**src/rtl/bus_master_if.sv**
```systemverilog
// Per-master bus interface: turns a level-held CPU access strobe into the
// req_/grnt_/as_/rdy_ bus handshake, stalls the stage while in flight, returns read data.
module bus_master_if #(
    parameter int TIMEOUT = 256,
    parameter int CNT_W   = 9
) (
    input  logic        clk,
    input  logic        reset,
    input  logic        stall,
    input  logic        flush,
    input  logic        cpu_as_,
    input  logic        cpu_rw,
    input  logic [29:0] cpu_addr,
    input  logic [31:0] cpu_wr_data,
    output logic [31:0] cpu_rd_data,
    output logic        busy,
    output logic        err,
    output logic        bus_req_,
    input  logic        bus_grnt_,
    output logic [29:0] bus_addr,
    output logic        bus_as_,
    output logic        bus_rw,
    output logic [31:0] bus_wr_data,
    input  logic [31:0] bus_rd_data,
    input  logic        bus_rdy_
);
    typedef enum logic [1:0] {
        IDLE   = 2'd0,
        REQ    = 2'd1,
        ACCESS = 2'd2,
        WAIT   = 2'd3
    } state_t;

    localparam bit             TO_EN    = (TIMEOUT != 0);
    localparam int             TO_LAST  = (TIMEOUT > 0) ? TIMEOUT - 1 : 0;
    localparam logic [CNT_W-1:0] CNT_LAST = CNT_W'(TO_LAST);

    state_t             state_q, state_d;
    logic               req_n_q, req_n_d;
    logic               as_n_q, as_n_d;
    logic               rw_q, rw_d;
    logic [29:0]        addr_q, addr_d;
    logic [31:0]        wr_data_q, wr_data_d;
    logic [31:0]        rd_buf_q, rd_buf_d;
    logic               err_q, err_d;
    logic [CNT_W-1:0]   cnt_q, cnt_d;
    logic [31:0]        done_data;

    always_comb begin
        state_d     = state_q;
        req_n_d     = req_n_q;
        as_n_d      = 1'b1;
        rw_d        = rw_q;
        addr_d      = addr_q;
        wr_data_d   = wr_data_q;
        rd_buf_d    = rd_buf_q;
        err_d       = 1'b0;
        cnt_d       = cnt_q;
        busy        = 1'b0;
        cpu_rd_data = rd_buf_q;
        // Writes return zero so the CPU never sees stale bus data
        done_data   = rw_q ? bus_rd_data : 32'h0;

        case (state_q)
            IDLE: begin
                busy = ~cpu_as_ & ~flush;
                if (!cpu_as_ && !flush) begin
                    addr_d    = cpu_addr;
                    rw_d      = cpu_rw;
                    wr_data_d = cpu_wr_data;
                    req_n_d   = 1'b0;
                    state_d   = REQ;
                end
            end
            REQ: begin
                busy = 1'b1;
                if (flush) begin
                    req_n_d = 1'b1;
                    state_d = IDLE;
                end else if (!bus_grnt_) begin
                    as_n_d  = 1'b0;
                    cnt_d   = '0;
                    state_d = ACCESS;
                end
            end
            ACCESS: begin
                busy = 1'b1;
                if (!bus_rdy_) begin
                    busy        = 1'b0;
                    cpu_rd_data = done_data;
                    rd_buf_d    = done_data;
                    req_n_d     = 1'b1;
                    state_d     = stall ? WAIT : IDLE;
                end else if (TO_EN && cnt_q == CNT_LAST) begin
                    busy        = 1'b0;
                    cpu_rd_data = 32'h0;
                    rd_buf_d    = 32'h0;
                    err_d       = 1'b1;
                    req_n_d     = 1'b1;
                    state_d     = stall ? WAIT : IDLE;
                end else begin
                    cnt_d = cnt_q + 1'b1;
                end
            end
            WAIT: begin
                if (!stall) begin
                    state_d = IDLE;
                end
            end
            default: state_d = IDLE;
        endcase
    end

    always_ff @(posedge clk) begin
        if (reset) begin
            state_q   <= IDLE;
            req_n_q   <= 1'b1;
            as_n_q    <= 1'b1;
            rw_q      <= 1'b1;
            addr_q    <= '0;
            wr_data_q <= '0;
            rd_buf_q  <= '0;
            err_q     <= 1'b0;
            cnt_q     <= '0;
        end else begin
            state_q   <= state_d;
            req_n_q   <= req_n_d;
            as_n_q    <= as_n_d;
            rw_q      <= rw_d;
            addr_q    <= addr_d;
            wr_data_q <= wr_data_d;
            rd_buf_q  <= rd_buf_d;
            err_q     <= err_d;
            cnt_q     <= cnt_d;
        end
    end

    assign bus_req_    = req_n_q;
    assign bus_as_     = as_n_q;
    assign bus_rw      = rw_q;
    assign bus_addr    = addr_q;
    assign bus_wr_data = wr_data_q;
    assign err         = err_q;

endmodule

```
**config.mk**
```make
export PLATFORM = sky130hd
export DESIGN_NAME = bus_master_if
export DESIGN_NICKNAME = d
export VERILOG_FILES = /design/src/rtl/bus_master_if.sv
export SDC_FILE = /design/constraint.sdc
export NUM_CORES = 1
export LEC_CHECK = 0
export ABC_AREA = 1
export BUFFER_PORTS_ARGS = -buffer_cell sky130_fd_sc_hd__buf_2
export CAP_MARGIN = 20
export CORE_ASPECT_RATIO = 1.75
export CORE_MARGIN = 3
export CORE_UTILIZATION = 46
export DETAILED_ROUTE_END_ITERATION = 8
export GPL_ROUTABILITY_DRIVEN = 0
export PLACE_DENSITY = 0.79
export SLEW_MARGIN = 25
export SYNTH_ARGS = -nofsm -noshare
export SYNTH_HDL_FRONTEND = slang
export SYNTH_SLANG_ARGS = --single-unit
export TNS_END_PERCENT = 30
```
**constraint.sdc**
```tcl
create_clock -name clk -period 2.25 [get_ports clk]
set_input_delay 0.1125 -clock clk [delete_from_list [all_inputs] [get_ports clk]]
set_output_delay 0.1125 -clock clk [all_outputs]
set_load 0.01 [all_outputs]
```
==> summary.md <==
| Metric | Value |
|---|---|
| Status | `finished clean` |
| Crit path max fanout | `16` |
| XOR/XNOR share of the synthesized area | `0%` |
| Syn Area/Cell | `7.425 um^2` |
| WP data arrival | `2040 ps` |
| Clock transition at path regs | `70 ps` |
| Starting density of the core | `48.29%` |
| Netlist cell types | `24` |
| Commonest cells in the netlist | `148 x nor2_1, 109 x dfxtp_1, 99 x nand2_1, 67 x o21ai_0, 41 x nand3_1` |
| Pins Over Slew Limit | `0` |
| Iter 0 DRT Violations | `266` |
| Ports | `201` |
| Slew @ Worst Pin | `798.9 ps` |
| Post-Syn Nets | `684` |
| Clock tree root driver cell | `clkbuf_16` |
| Crit. End Element | `primary output` |
| Overall global routing resource usage | `20.32%` |
| Largest family of logic cells by synthesized area | `simple AND/OR/NAND/NOR gates` |
| Peak VDD IR | `0.0005979 V` |
| Post-Synth Simple-Gate Area | `27.40%` |
| Ys flop type | `dfxtp_1` |
| Core footprint | `8840 um^2` |
| Worst-case reg-to-reg path depth | `6` |
| Max clock buf depth | `2` |
| Final wirelength | `11,130 um` |
| Pin count of the biggest net entering global routing | `69` |
| Post-synthesis register bit count | `109` |
| Most frequent cell after synthesis | `nor2_1` |
| Syn Std Cell Area | `4269 um^2` |
| Layout Skew | `4.851 ps` |
| Skew-Pair Late Insertion Delay | `340 ps` |
| TNS Setup | `0 ps` |
| Area of the die | `10,520 um^2` |
| Reg2reg start | `state_q[0]` |
| TritonCTS clock tree | `done` |
| EDFF count, synth | `0` |
| Area leader, netlist | `dfxtp_1` |
| Multiplexer share of the synthesized area | `0%` |
| Gr ovfl total | `0` |
| PD cells | `1034 nW/um^2` |
| Synth Warn # | `0` |
| Hold_ws | `19.31 ps` |
| HPWL Detailed | `7988 um` |
| Maxcap violations | `0` |
| Inst Count DP | `864` |
| CP Class | `reg -> out` |
| Post-synth top area share | `51.11%` |
| Cts bufs inserted | `9` |
| Final period utilization | `95.79%` |
| Clock sinks | `109` |
| Routed Antenna Nets | `0` |
| Final setup violating endpoints | `0` |
| Die height | `133.4 um` |
| DRC errors left | `0` |
| Synth Area in Adders | `2.052%` |
| Vias per inst | `4.950` |
| Slew headroom | `46.74%` |
| # rows | `45` |
| Cells after Synth | `575` |
| Vias in the first global route | `4,155` |
| Final Hold Fails | `0` |
| Leak Pwr | `2.832 nW` |
| Routed length per instance | `12.62 um` |
| Worst Path Required | `2140 ps` |
| Critical path startpoint | `cnt_q[0]` |
| DR vias | `4,366` |
| Initial antenna violation count | `0` |
| Drt pass-1 iters | `4` |
| Fmax | `464.0 MHz` |
| Post-Layout Cell Count | `882` |
| N_diodes | `0` |
| Area Growth Syn to Fin | `32.30%` |
| Layout net count | `869` |
| Setup Fix Bufs, Post-CTS | `0` |
| Hold path start | `cpu_wr_data[24]` |
| Die width | `78.83 um` |
| Startpoint Class | `flip-flop` |
| First-pass GRT wire length | `17,600 um` |
| Hold Crit Class | `in -> reg` |
| Htree depth | `3` |
| Fraction of layout cells with a size suffix above 1 | `30.85%` |
| Asr flop ratio synth | `0%` |
| Port Buffers | `200` |
| Min Tclk post-route | `2155 ps` |
| Hold Path Depth | `3` |
| Register area share after synthesis | `51.11%` |
| Compound-gate portion of the synthesized area | `13.19%` |
| Synth top area cells | `dfxtp_1 51%, nor2_1 13%, nand2_1 8.7%, o21ai_0 7.9%, nand3_1 4.8%` |
path summary, 6_finish.rpt:
check | slack, ps | endpoint
min | 20 | bus_wr_data[24]
max | 90 | cpu_rd_data[4]
max reg2reg | 250 | bus_addr[16]
min reg2reg | 460 | bus_req_
kinds of logic after synthesis:
group	count (synthesis)
AO/OA/AOI/OAI	110
adder cells (fa/ha/maj)	7
buffers and inverters	55
flip-flops	109
AND/OR/NAND/NOR	294
timing repair:
action | CTS | global route
setup endpoints to repair | 30 | 35
pin swaps | 0 | 1
hold endpoints to repair | 1 | 0
cloned | 0 | 1
hold buffers | 1 | 0
gates resized for setup | 1 | 11
cell type report:
type | instances | area (um^2)
Clock inverter | 5 | 45.04
Timing Repair Buffer | 208 | 1101
Sequential cell | 109 | 2183
Clock buffer | 11 | 242.7
Tap cell | 117 | 146.4
Inverter | 21 | 80.08
Multi-Input combinational cell | 411 | 1849
Fill cell | 777 | 3192
stage by stage:
step	setup WS, ps	power [mW]	cell area, um^2	utilization (%)
floorplan	509.2	3.677	4269	-
global placement	349.8	4.258	5280	59.73
detailed placement	219.6	4.334	5280	59.73
CTS	9.150	5.826	5582	63.14
global route	-49.85	6.232	5648	63.89
finish	94.80	5.840	5648	63.89
cell usage in the layout (no fill, tap or decap), types with 2 or more instances in the layout:
master / n
nor3_1: 2
dfxtp_1: 108
a21oi_1: 36
ha_2: 2
clkinv_4: 3
nand3_1: 40
inv_2: 2
o21ai_0: 67
clkbuf_16: 10
nor2_2: 2
o21ai_1: 2
ha_1: 5
buf_4: 3
buf_6: 2
nor2_1: 147
nand2_1: 97
nand2_2: 2
buf_2: 200
inv_1: 18
report_power, final:
part           internal [mW]  total, mW  switching (mW)
Sequential              2.27       2.43           0.164
Combinational          0.742       1.92            1.18
Clock                  0.795       1.49           0.693
flip-flops by register name (all words and copies together), names as in the netlist:
| signal | flops |
|---|---|
| rd_buf_q | 32 |
| bus_req_ | 1 |
| bus_wr_data | 32 |
| err | 1 |
| cnt_q | 9 |
| bus_addr | 30 |
| bus_rw | 1 |
| state_q | 2 |
| bus_as_ | 1 |
worst max-delay path, cell delays in order (launching register included):
cell       delay (ps)
dfxtp_2           340
ha_1              230
nand2_2           100
nor2_2             50
inv_1              70
nor2_1             50
ha_2              180
o21ai_4           210
clkbuf_16         210
nand2_1            80
nand2_1            60
buf_2             130
per-layer routing:
layer / global-route usage (%) / wire [um] / up-vias
li1: - / - / 2217
met1: 21.32 / 4278 / 1947
met2: 36.90 / 5513 / 184
met3: 7.104 / 1126 / 18
met4: 7.170 / 210 / 0
met5: 0 / 0 / -
No activity file was read; power rests on OpenSTA's default activity.
